## src/rtl/mem_port_arbiter_pkg.sv

```systemverilog
// Shared types and constants for the I/D memory port arbiter.
package mem_port_arbiter_pkg;

   localparam int ADDR_WIDTH = 32;
   localparam int DATA_WIDTH = 32;

   localparam logic [1:0] MEM_SIZE_BYTE = 2'b00;
   localparam logic [1:0] MEM_SIZE_HALF = 2'b01;
   localparam logic [1:0] MEM_SIZE_WORD = 2'b10;

   typedef enum logic {ARB_IDLE, ARB_ACCESS} arb_state_e;
   typedef enum logic {PORT_I, PORT_D} port_e;

   typedef struct packed {
      logic [ADDR_WIDTH-1:0] addr;
      logic [DATA_WIDTH-1:0] wdata;
      logic                  we;
      logic [1:0]            size;
      logic                  unsigned_load;
   } mem_req_t;

   function automatic logic [3:0] sat_inc(input logic [3:0] value, input logic [3:0] limit);
      return (value >= limit) ? limit : value + 4'd1;
   endfunction

endpackage

```

## src/rtl/mem_port_arbiter_if.sv

```systemverilog
// Requester and memory-side signals of the arbiter; slave = arbiter view, master = environment view.
interface mem_port_arbiter_if
   import mem_port_arbiter_pkg::*;
#(
   parameter int AWIDTH = ADDR_WIDTH,
   parameter int DWIDTH = DATA_WIDTH
);
   logic              i_req_valid_i;
   logic              i_req_ready_o;
   logic [AWIDTH-1:0] i_addr_i;
   logic              i_rsp_valid_o;
   logic [DWIDTH-1:0] i_rsp_data_o;

   logic              d_req_valid_i;
   logic              d_req_ready_o;
   logic [AWIDTH-1:0] d_addr_i;
   logic [DWIDTH-1:0] d_wdata_i;
   logic              d_we_i;
   logic [1:0]        d_size_i;
   logic              d_unsigned_i;
   logic              d_rsp_valid_o;
   logic [DWIDTH-1:0] d_rsp_data_o;

   logic [AWIDTH-1:0] mem_addr_o;
   logic [DWIDTH-1:0] mem_data_o;
   logic              mem_read_en_o;
   logic              mem_write_en_o;
   logic [1:0]        mem_size_o;
   logic              mem_unsigned_o;
   logic [DWIDTH-1:0] mem_data_i;

   modport slave (
      input  i_req_valid_i, i_addr_i,
      output i_req_ready_o, i_rsp_valid_o, i_rsp_data_o,
      input  d_req_valid_i, d_addr_i, d_wdata_i, d_we_i, d_size_i, d_unsigned_i,
      output d_req_ready_o, d_rsp_valid_o, d_rsp_data_o,
      output mem_addr_o, mem_data_o, mem_read_en_o, mem_write_en_o, mem_size_o, mem_unsigned_o,
      input  mem_data_i
   );

   modport master (
      output i_req_valid_i, i_addr_i,
      input  i_req_ready_o, i_rsp_valid_o, i_rsp_data_o,
      output d_req_valid_i, d_addr_i, d_wdata_i, d_we_i, d_size_i, d_unsigned_i,
      input  d_req_ready_o, d_rsp_valid_o, d_rsp_data_o,
      input  mem_addr_o, mem_data_o, mem_read_en_o, mem_write_en_o, mem_size_o, mem_unsigned_o,
      output mem_data_i
   );

endinterface

```

## src/rtl/mem_port_arbiter_arb.sv

```systemverilog
// Grant select for the shared memory port: D has priority, I wins after STARVE_LIMIT consecutive losses.
module arb_priority_starve
   import mem_port_arbiter_pkg::*;
#(
   parameter int STARVE_LIMIT = 4
)(
   input  logic clk,
   input  logic rst,
   input  logic i_valid_i,
   input  logic d_valid_i,
   output logic grant_i_o,
   output logic grant_d_o
);
   localparam logic [3:0] LIMIT = 4'(STARVE_LIMIT);

   logic [3:0] starve_cnt_q;
   logic [3:0] starve_cnt_d;
   logic       i_starved;

   assign i_starved = i_valid_i && (starve_cnt_q == LIMIT);

   always_comb begin
      grant_i_o    = 1'b0;
      grant_d_o    = 1'b0;
      starve_cnt_d = '0;
      if (d_valid_i && !i_starved) begin
         grant_d_o = 1'b1;
      end else if (i_valid_i) begin
         grant_i_o = 1'b1;
      end
      // Only a true conflict lost by I counts; anything else resets the streak.
      if (i_valid_i && grant_d_o) begin
         starve_cnt_d = sat_inc(starve_cnt_q, LIMIT);
      end
   end

   always_ff @(posedge clk or negedge rst) begin
      if (!rst) begin
         starve_cnt_q <= '0;
      end else begin
         starve_cnt_q <= starve_cnt_d;
      end
   end

endmodule

```

## src/rtl/mem_port_arbiter.sv

```systemverilog
// Two-stage arbiter sharing one memory port between fetch (I) and load/store (D).
module mem_port_arbiter
   import mem_port_arbiter_pkg::*;
#(
   parameter int AWIDTH       = ADDR_WIDTH,
   parameter int DWIDTH       = DATA_WIDTH,
   parameter int STARVE_LIMIT = 4
)(
   input logic               clk,
   input logic               rst,
   mem_port_arbiter_if.slave bus
);
   localparam logic [0:0] ST_IDLE   = ARB_IDLE;
   localparam logic [0:0] ST_ACCESS = ARB_ACCESS;

   logic [0:0]        state_q, state_d;
   port_e             port_q, port_d;
   mem_req_t          req_q, req_d;
   logic              i_rsp_valid_q, i_rsp_valid_d;
   logic [DWIDTH-1:0] i_rsp_data_q, i_rsp_data_d;
   logic              d_rsp_valid_q, d_rsp_valid_d;
   logic [DWIDTH-1:0] d_rsp_data_q, d_rsp_data_d;

   logic i_valid, d_valid, grant_i, grant_d;

   // Masking with rst keeps both ready outputs low while reset is held.
   assign i_valid = bus.i_req_valid_i & rst;
   assign d_valid = bus.d_req_valid_i & rst;

   arb_priority_starve #(
      .STARVE_LIMIT(STARVE_LIMIT)
   ) u_arb (
      .clk       (clk),
      .rst       (rst),
      .i_valid_i (i_valid),
      .d_valid_i (d_valid),
      .grant_i_o (grant_i),
      .grant_d_o (grant_d)
   );

   assign bus.i_req_ready_o = grant_i;
   assign bus.d_req_ready_o = grant_d;

   always_comb begin
      state_d = ST_IDLE;
      port_d  = port_q;
      req_d   = req_q;
      if (grant_d) begin
         state_d             = ST_ACCESS;
         port_d              = PORT_D;
         req_d.addr          = ADDR_WIDTH'(bus.d_addr_i);
         req_d.wdata         = DATA_WIDTH'(bus.d_wdata_i);
         req_d.we            = bus.d_we_i;
         req_d.size          = bus.d_size_i;
         req_d.unsigned_load = bus.d_unsigned_i;
      end else if (grant_i) begin
         state_d             = ST_ACCESS;
         port_d              = PORT_I;
         req_d.addr          = ADDR_WIDTH'(bus.i_addr_i);
         req_d.wdata         = '0;
         req_d.we            = 1'b0;
         req_d.size          = MEM_SIZE_WORD;
         req_d.unsigned_load = 1'b0;
      end
   end

   always_comb begin
      i_rsp_valid_d = 1'b0;
      i_rsp_data_d  = i_rsp_data_q;
      d_rsp_valid_d = 1'b0;
      d_rsp_data_d  = d_rsp_data_q;
      if (state_q == ST_ACCESS) begin
         if (port_q == PORT_I) begin
            i_rsp_valid_d = 1'b1;
            i_rsp_data_d  = bus.mem_data_i;
         end else begin
            d_rsp_valid_d = 1'b1;
            d_rsp_data_d  = req_q.we ? '0 : bus.mem_data_i;
         end
      end
   end

   // Memory is driven only while the holding register is full.
   always_comb begin
      bus.mem_addr_o     = '0;
      bus.mem_data_o     = '0;
      bus.mem_read_en_o  = 1'b0;
      bus.mem_write_en_o = 1'b0;
      bus.mem_size_o     = '0;
      bus.mem_unsigned_o = 1'b0;
      if (state_q == ST_ACCESS) begin
         bus.mem_addr_o     = AWIDTH'(req_q.addr);
         bus.mem_data_o     = DWIDTH'(req_q.wdata);
         bus.mem_read_en_o  = ~req_q.we;
         bus.mem_write_en_o = req_q.we;
         bus.mem_size_o     = req_q.size;
         bus.mem_unsigned_o = req_q.unsigned_load;
      end
   end

   always_ff @(posedge clk or negedge rst) begin
      if (!rst) begin
         state_q       <= ST_IDLE;
         port_q        <= PORT_I;
         req_q         <= '0;
         i_rsp_valid_q <= 1'b0;
         i_rsp_data_q  <= '0;
         d_rsp_valid_q <= 1'b0;
         d_rsp_data_q  <= '0;
      end else begin
         state_q       <= state_d;
         port_q        <= port_d;
         req_q         <= req_d;
         i_rsp_valid_q <= i_rsp_valid_d;
         i_rsp_data_q  <= i_rsp_data_d;
         d_rsp_valid_q <= d_rsp_valid_d;
         d_rsp_data_q  <= d_rsp_data_d;
      end
   end

   assign bus.i_rsp_valid_o = i_rsp_valid_q;
   assign bus.i_rsp_data_o  = i_rsp_data_q;
   assign bus.d_rsp_valid_o = d_rsp_valid_q;
   assign bus.d_rsp_data_o  = d_rsp_data_q;

endmodule

```

## src/flat_wrapper.sv

```systemverilog
// flat-port wrapper written by rule: the top's interface ports become plain ports
module mem_port_arbiter_flat import mem_port_arbiter_pkg::*;
#(
   parameter int AWIDTH       = ADDR_WIDTH,
   parameter int DWIDTH       = DATA_WIDTH,
   parameter int STARVE_LIMIT = 4
)
  (clk, rst, bus_i_req_valid_i, bus_i_addr_i, bus_i_req_ready_o, bus_i_rsp_valid_o, bus_i_rsp_data_o, bus_d_req_valid_i, bus_d_addr_i, bus_d_wdata_i, bus_d_we_i, bus_d_size_i, bus_d_unsigned_i, bus_d_req_ready_o, bus_d_rsp_valid_o, bus_d_rsp_data_o, bus_mem_addr_o, bus_mem_data_o, bus_mem_read_en_o, bus_mem_write_en_o, bus_mem_size_o, bus_mem_unsigned_o, bus_mem_data_i);
  mem_port_arbiter_if #(.AWIDTH(AWIDTH), .DWIDTH(DWIDTH)) bus_i ();
  input logic clk;
  input logic rst;
  input wire logic [$bits(bus_i.i_req_valid_i)-1:0] bus_i_req_valid_i;
  input wire logic [$bits(bus_i.i_addr_i)-1:0] bus_i_addr_i;
  output wire logic [$bits(bus_i.i_req_ready_o)-1:0] bus_i_req_ready_o;
  output wire logic [$bits(bus_i.i_rsp_valid_o)-1:0] bus_i_rsp_valid_o;
  output wire logic [$bits(bus_i.i_rsp_data_o)-1:0] bus_i_rsp_data_o;
  input wire logic [$bits(bus_i.d_req_valid_i)-1:0] bus_d_req_valid_i;
  input wire logic [$bits(bus_i.d_addr_i)-1:0] bus_d_addr_i;
  input wire logic [$bits(bus_i.d_wdata_i)-1:0] bus_d_wdata_i;
  input wire logic [$bits(bus_i.d_we_i)-1:0] bus_d_we_i;
  input wire logic [$bits(bus_i.d_size_i)-1:0] bus_d_size_i;
  input wire logic [$bits(bus_i.d_unsigned_i)-1:0] bus_d_unsigned_i;
  output wire logic [$bits(bus_i.d_req_ready_o)-1:0] bus_d_req_ready_o;
  output wire logic [$bits(bus_i.d_rsp_valid_o)-1:0] bus_d_rsp_valid_o;
  output wire logic [$bits(bus_i.d_rsp_data_o)-1:0] bus_d_rsp_data_o;
  output wire logic [$bits(bus_i.mem_addr_o)-1:0] bus_mem_addr_o;
  output wire logic [$bits(bus_i.mem_data_o)-1:0] bus_mem_data_o;
  output wire logic [$bits(bus_i.mem_read_en_o)-1:0] bus_mem_read_en_o;
  output wire logic [$bits(bus_i.mem_write_en_o)-1:0] bus_mem_write_en_o;
  output wire logic [$bits(bus_i.mem_size_o)-1:0] bus_mem_size_o;
  output wire logic [$bits(bus_i.mem_unsigned_o)-1:0] bus_mem_unsigned_o;
  input wire logic [$bits(bus_i.mem_data_i)-1:0] bus_mem_data_i;
  assign bus_i.i_req_valid_i = bus_i_req_valid_i;
  assign bus_i.i_addr_i = bus_i_addr_i;
  assign bus_i_req_ready_o = bus_i.i_req_ready_o;
  assign bus_i_rsp_valid_o = bus_i.i_rsp_valid_o;
  assign bus_i_rsp_data_o = bus_i.i_rsp_data_o;
  assign bus_i.d_req_valid_i = bus_d_req_valid_i;
  assign bus_i.d_addr_i = bus_d_addr_i;
  assign bus_i.d_wdata_i = bus_d_wdata_i;
  assign bus_i.d_we_i = bus_d_we_i;
  assign bus_i.d_size_i = bus_d_size_i;
  assign bus_i.d_unsigned_i = bus_d_unsigned_i;
  assign bus_d_req_ready_o = bus_i.d_req_ready_o;
  assign bus_d_rsp_valid_o = bus_i.d_rsp_valid_o;
  assign bus_d_rsp_data_o = bus_i.d_rsp_data_o;
  assign bus_mem_addr_o = bus_i.mem_addr_o;
  assign bus_mem_data_o = bus_i.mem_data_o;
  assign bus_mem_read_en_o = bus_i.mem_read_en_o;
  assign bus_mem_write_en_o = bus_i.mem_write_en_o;
  assign bus_mem_size_o = bus_i.mem_size_o;
  assign bus_mem_unsigned_o = bus_i.mem_unsigned_o;
  assign bus_i.mem_data_i = bus_mem_data_i;
  mem_port_arbiter #(.AWIDTH(AWIDTH), .DWIDTH(DWIDTH), .STARVE_LIMIT(STARVE_LIMIT)) u_core (.clk(clk), .rst(rst), .bus(bus_i));
endmodule
```

## config.mk

```make
export PLATFORM = sky130hd
export DESIGN_NAME = mem_port_arbiter_flat
export DESIGN_NICKNAME = d
export VERILOG_FILES = /design/src/rtl/mem_port_arbiter_pkg.sv /design/src/rtl/mem_port_arbiter_if.sv /design/src/rtl/mem_port_arbiter_arb.sv /design/src/rtl/mem_port_arbiter.sv /design/src/flat_wrapper.sv
export SDC_FILE = /design/constraint.sdc
export NUM_CORES = 1
export LEC_CHECK = 0
export ABC_AREA = 1
export CORE_MARGIN = 4
export CORE_UTILIZATION = 30
export DETAILED_ROUTE_END_ITERATION = 10
export DONT_BUFFER_PORTS = 1
export PLACE_DENSITY = 0.5
export SKIP_CTS_REPAIR_TIMING = 1
export SYNTH_ARGS = -nofsm -noshare
export SYNTH_HDL_FRONTEND = slang
export SYNTH_SLANG_ARGS = --single-unit
```

## constraint.sdc

```tcl
create_clock -name clk -period 1.8 [get_ports clk]
set_clock_uncertainty 0.2 [all_clocks]
set_input_delay 0.36 -clock clk [delete_from_list [all_inputs] [get_ports clk]]
set_output_delay 0.36 -clock clk [all_outputs]
set_load 0.05 [all_outputs]
```

==> flow_summary_export.csv, run 1 <==
group,metric,value,unit
status,status,"finished with violations",
status,violations,"negative hold slack, negative setup slack",
timing,setup_ws,-366,ps
setup_path,crit_slowest_cell,"dfrtp_1",
logic_synthesis,synth_ff_type,"dfrtp_1",
setup_path,setup.worst_path.class,"reg2out",
placed_design,place.gp.congestion,0.785,
placed_design,placed_area,0.00773,mm2
setup_path,cp.required,1240,ps
clock_network,tritoncts,"done",
route,antenna_left,0,
setup_path,cp_max_fo,2,
setup_path,reg2reg_depth,7,
final_layout,fin_nets,1138,
grt,grt_pass1_vias,5010,
setup_path,crit_chain,"inv_2, ha_1, nand2_1, nor2_2, nand2_2, nand2_4, inv_4, nor2_4, buf_12",
route,drc_errors,0,
timing,min_period,2170,ps
logic_synthesis,synth_edf_count,0,
setup_path,r2r_end,"u_core.bus.d_rsp_data_o[29]$_DFFE_PN0P_",
floorplanning,coreArea,0.0204,mm2
floorplanning,io_pins,273,
logic_synthesis,yosys.area.top_type_share,55.8,%
timing,finalCritPeriodShare,120,%
floorplanning,die-height,153,um
placed_design,dp_hpwl,12300,um
route,dr.pass1.iters,6,
logic_synthesis,ys_top_cells_by_area,"dfrtp_1 56%, nand2_1 19%, inv_1 8.4%, nand3_1 5.1%, o21ai_0 5.1%",
setup_path,reg2reg_from,"u_core.state_q$_DFF_PN0_",
power,p_leak,5.42,nW
logic_synthesis,syn_area,0.00628,mm2
clock_network,clk_path_buf_depth,2,
clock_network,cts-root-buf,"clkbuf_16",
logic_synthesis,synth_cell_types,21,
min_path,hp-class,"in2async",
route,viasPerCell,4.48,
clock_network,cts.clk_slew.worst_paths,70,ps
setup_path,crit_arrival,1610,ps
flow_run,maxCapViolCount,0,
timing,hold_violations,146,
grt,grt_usage,15.1,%
logic_synthesis,async_reset_ff_share,100,%
setup_path,ff2ff_setup_slack,110,ps
power,ir_drop,0.000642,V
final_layout,area_growth_syn_to_layout,65.8,%
logic_synthesis,synth_fp_nets,951,
clock_network,clock_latency,410,ps
placed_design,port-buffer-count,0,
grt,antenna_found_initial,0,
logic_synthesis,yosysSeqAreaShare,55.8,%
clock_network,htreeDepth,4,
grt,grt_max_degree,144,
timing,maxSlewHeadroom,64.7,%
grt,grt_pass1_wl,28300,um
final_layout,drive_gt1_share,26.0,%
timing,setup-violations-final,71,
logic_synthesis,syn_inst,813,
power,powerDensity,1060,mW/mm2
logic_synthesis,ys_ff_latch,140,
timing,finalSetupTns,-16100,ps
logic_synthesis,synth_top_area_cell,"dfrtp_1",
timing,worstMarginPinSlew,530,ps
logic_synthesis,ys.warnings.count,0,
floorplanning,dieArea,0.0233,mm2
route,wl,20400,um
timing,slew_violations,0,
setup_path,slowest_delay,390,ps
timing,rsz0062_at_grt,"yes",
route,vias,5748,
floorplanning,initial_core_util,30.7,%
route,dr.first_iter.drc_count,321,
timing,whs,-561,ps
final_layout,antenna_cells,0,
timing,fmax,462,MHz
final_layout,fin_area,0.0104,mm2
clock_network,clock_sinks,140,
clock_network,cts_made_buffers,17,
setup_path,startpoint_type,"flop",
route,wire_per_inst,15.9,um
setup_path,critPathCaptureType,"primary output",
floorplanning,row_count,52,
grt,grt_overflow,0,
logic_synthesis,avgSynthCellArea,7.72,um2
floorplanning,die_w,153,um
[sequential cells by signal (all words and copies together) (netlist names)]
signal	count
u_core.bus.d_rsp_valid_o	1
u_core.bus.i_rsp_data_o	32
u_core.u_arb.starve_cnt_q	4
u_core.state_q	1
u_core.req_q	68
u_core.bus.d_rsp_data_o	32
u_core.bus.i_rsp_valid_o	1
u_core.port_q	1
[worst max path at each step]
stage	from	end	slack (ps)	cells after the start
after floorplan	u_core.u_arb.starve_cnt_q[0]$_DFF_PN0_	bus_i_req_ready_o	-200	9
after global placement	u_core.u_arb.starve_cnt_q[0]$_DFF_PN0_	bus_i_req_ready_o	50	9
after detailed placement	u_core.u_arb.starve_cnt_q[0]$_DFF_PN0_	bus_i_req_ready_o	60	9
after CTS	u_core.u_arb.starve_cnt_q[0]$_DFF_PN0_	bus_i_req_ready_o	-390	9
after global routing	u_core.u_arb.starve_cnt_q[0]$_DFF_PN0_	bus_i_req_ready_o	-510	9
final	u_core.u_arb.starve_cnt_q[0]$_DFF_PN0_	bus_i_req_ready_o	-370	9
[metal layers]
layer	wire length, um	GRT usage [%]
met1	8740	19.7
met5	0	0
met2	9960	23.1
met3	1220	5.54
met4	485	5.60
[where the power goes]
part,leakage [nW],switching (W),total (W),internal (W)
registers,1.75,0.00161,0.00525,0.00363
clock network,0.301,0.00142,0.00371,0.00228
logic,3.37,0.00115,0.00212,0.000969
[logic make-up (layout without fill, tap and decap cells)]
family,after synthesis,in the layout,synth area share [%]
AOI/OAI and AO/OA,65,65,5.18
buffers and inverters,185,385,11.8
DFF,140,140,55.8
other,1,1,0.0597
and+or+nand+nor,420,420,26.8
adders and majority gates,2,2,0.399
[critical path, delay by kind of cell, from the launching register on]
kind / cells / cell delay (ps)
adders and majority gates: 1 / 140
buffers and inverters: 3 / 240
DFF: 1 / 390
and+or+nand+nor: 5 / 410
[synth_stat cells (2+ instances only)]
| library cell | instances |
|---|---|
| o21ai_0 | 64 |
| nand3_1 | 64 |
| nand2_2 | 2 |
| clkbuf_1 | 23 |
| ha_1 | 2 |
| inv_2 | 2 |
| inv_1 | 140 |
| nand2_1 | 310 |
| nor2_1 | 37 |
| buf_4 | 3 |
| buf_1 | 5 |
| buf_6 | 3 |
| dfrtp_1 | 140 |
| nor3_1 | 4 |
| buf_2 | 8 |
[cell usage in the layout, fill, tap and decap left out]
master | netlist | routed
buf_12 | 0 | 63
buf_4 | 3 | 7
buf_6 | 3 | 6
buf_8 | 0 | 1
bufinv_16 | 0 | 3
clkbuf_1 | 23 | 2
clkbuf_16 | 0 | 24
clkbuf_8 | 0 | 2
clkinv_2 | 0 | 1
clkinv_4 | 0 | 2
clkinvlp_4 | 0 | 21
conb_1 | 1 | 1
dfrtp_1 | 140 | 139
dfrtp_2 | 0 | 1
dlygate4sd3_1 | 0 | 126
ha_1 | 2 | 2
inv_1 | 140 | 70
inv_2 | 2 | 42
inv_4 | 1 | 10
inv_6 | 0 | 4
inv_8 | 0 | 1
nand2_1 | 310 | 242
nand2_2 | 2 | 22
nand2_4 | 1 | 49
nand3_1 | 64 | 64
nand3b_1 | 1 | 1
nor2_1 | 37 | 34
nor2_2 | 0 | 1
nor2_4 | 0 | 2
nor3_1 | 4 | 4
o21ai_0 | 64 | 64
o21ai_4 | 0 | 1
or2_0 | 1 | 1
[cell type report]
cell class / count / area (um2)
clock buffer: 21 / 460
clock inverter: 11 / 158
fill: 1832 / 10000
inverter: 143 / 642
multi-input combinational: 488 / 2470
sequential: 140 / 3500
tap: 270 / 338
timing repair buffer: 210 / 2830
[per-stage QoR]
| stage | utilization, % | cells | worst slack [ps] | total power (W) | hold WS (ps) |
|---|---|---|---|---|---|
| after global routing | 50.9 | 1283 | -505 | 0.0115 | -594 |
| after CTS | 40.8 | 1138 | -391 | 0.0106 | -582 |
| final | 50.9 | 1283 | -366 | 0.0111 | -561 |
| after floorplan | - | 813 | -202 | 0.00616 | -136 |
| after global placement | 37.8 | 1106 | 46.4 | 0.00686 | -131 |
| after detailed placement | 37.8 | 1106 | 62.7 | 0.00689 | -131 |
No activity file was read; power rests on OpenSTA's default activity.
==> run 2: changes to the inputs <==
CORE_MARGIN = default   (was 4)
==> run 2 against run 1 <==
Effect of this change: the run still ends with negative hold slack, negative setup slack left; worst hold slack better by 4.3 ps; combinational power about the same; via count is 0.21% lower; sequential cell count stayed put; fmax shrank 2.2%; largest cell class unchanged; largest power group unchanged; sequential share of layout area fell by 0.27 points.
==> flow_summary_export.csv, run 2 (synthesis results as in run 1) <==
group,metric,value,unit
grt,grt_usage,16.3,%
route,antenna_left,0,
setup_path,cp.required,1240,ps
timing,slew_violations,0,
grt,grt_overflow,0,
clock_network,cts-root-buf,"clkbuf_16",
final_layout,drive_gt1_share,27.0,%
timing,hold_violations,150,
timing,fmax,452,MHz
timing,min_period,2210,ps
final_layout,utilization,51.5,%
timing,whs,-557,ps
route,dr.first_iter.drc_count,165,
floorplanning,die-height,147,um
power,powerDensity,1040,mW/mm2
clock_network,tritoncts,"done",
floorplanning,dieArea,0.0215,mm2
setup_path,startpoint_type,"flop",
final_layout,final_cell_mix,"233 x nand2_1, 139 x dfrtp_1, 122 x dlygate4sd3_1, 69 x inv_1, 69 x nand2_4",
floorplanning,die_w,147,um
setup_path,setup.worst_path.class,"reg2out",
final_layout,instances_no_fill,1277,
final_layout,antenna_cells,0,
final_layout,final_common_cell,"nand2_1",
setup_path,cp_max_fo,3,
min_path,hp-class,"in2async",
timing,worstMarginPinSlew,549,ps
floorplanning,io_pins,273,
final_layout,regMostFlops,"u_core.req_q",
final_layout,area_growth_syn_to_layout,67.1,%
placed_design,pre_cts_slack,17.3,ps
timing,finalSetupTns,-17690,ps
route,wl,19800,um
clock_network,clock_sinks,140,
placed_design,dp_hpwl,11500,um
power,ir_drop,0.000606,V
grt,grt_pass1_vias,5107,
route,wire_per_inst,15.5,um
clock_network,htreeDepth,4,
flow_run,maxCapViolCount,0,
clock_network,cts_made_buffers,17,
clock_network,clk_path_buf_depth,2,
timing,maxSlewHeadroom,63.4,%
status,status,"finished with violations",
grt,grt_max_degree,144,
route,vias,5736,
final_layout,fin_area,0.0105,mm2
final_layout,largest_reg_flops,68,
timing,setup_ws,-414,ps
setup_path,critPathCaptureType,"primary output",
route,drc_errors,0,
route,dr.pass1.iters,4,
clock_network,clock_latency,410,ps
route,viasPerCell,4.49,
clock_network,cts.clk_slew.worst_paths,60,ps
final_layout,fillers,1853,
grt,antenna_found_initial,0,
placed_design,dp_cells,1105,
placed_design,place.gp.congestion,0.759,
floorplanning,initial_core_util,30.8,%
placed_design,port-buffer-count,0,
floorplanning,row_count,52,
placed_design,placed_area,0.00768,mm2
power,p_leak,5.50,nW
floorplanning,coreArea,0.0204,mm2
final_layout,fin_nets,1134,
timing,setup-violations-final,72,
status,violations,"negative hold slack, negative setup slack",
setup_path,crit_arrival,1650,ps
grt,grt_pass1_wl,27500,um
timing,rsz0062_at_grt,"yes",
timing,finalCritPeriodShare,123,%
[run 2: cell count changes in the layout (fill, tap and decap cells not counted), sizes merged]
| cell | delta |
|---|---|
| clkinvlp | +1 |
| clkinv | +2 |
| inv | -3 |
| buf | -1 |
| clkbuf | -1 |
| dlygate4sd3 | -4 |
[run 2: final timing paths]
| check | from | endpoint | slack [ps] | depth (start not counted) |
|---|---|---|---|---|
| worst max-delay path | u_core.u_arb.starve_cnt_q[0]$_DFF_PN0_ | bus_i_req_ready_o | -410 | 9 |
| worst min-delay path | rst | u_core.bus.i_rsp_data_o[26]$_DFFE_PN0P_ | -560 | 0 |
| worst max register to register | u_core.u_arb.starve_cnt_q[0]$_DFF_PN0_ | u_core.req_q[30]$_DFFE_PN0P_ | -20 | 12 |
| worst min register to register | u_core.req_q[15]$_DFFE_PN0P_ | u_core.req_q[15]$_DFFE_PN0P_ | 340 | 2 |
| max in group asynchronous | rst | u_core.req_q[45]$_DFFE_PN0P_ | 1760 | 0 |
| min in group clk | bus_i_addr_i[30] | u_core.req_q[66]$_DFFE_PN0P_ | -30 | 4 |
[run 2: worst max-delay path, stage by stage (launching register included)]
cell and delay (ps):
dfrtp_1 390, inv_2 90, ha_4 130, nand2_2 50
nor2_2 90, nand2_2 70, nand2_4 90, inv_8 40
nor2_4 140, buf_12 150
[run 2: metal layers]
layer  vias to the layer above  routed length (um)  global-route usage [%]
li1                       2791                   -                       -
met1                      2753                8220                    20.3
met2                       183               10200                    26.4
met3                         9                1180                    5.84
met4                         0                 170                    4.69
met5                         -                   0                       0
[run 2: cell type report]
class | count | area, um2 | area share (%)
flip-flops and latches | 140 | 3500 | 33.4
repair buffers | 206 | 2770 | 26.4
multi-input cells | 488 | 2610 | 24.9
inverters | 143 | 692 | 6.60
clock buffers | 19 | 433 | 4.13
well taps | 270 | 338 | 3.22
clock inverters | 11 | 146 | 1.40
[run 2: metrics by stage]
step                total power, W  hold slack (ps)
global placement           0.00683             -131
floorplan                  0.00616             -136
CTS                         0.0104             -586
detailed placement         0.00687             -131
global route                0.0114             -589
finish                      0.0109             -557
[run 2: power breakdown]
part / internal [W] / total, W / switching [W]
Clock: 0.00216 / 0.00350 / 0.00133
Combinational: 0.000982 / 0.00215 / 0.00117
Sequential: 0.00363 / 0.00527 / 0.00164
==> run 3: changes to the inputs <==
GPL_ROUTABILITY_DRIVEN = 1   (was default)
==> results of run 3 <==
No change in the layout: final DEF, timing and power equal those of run 2.
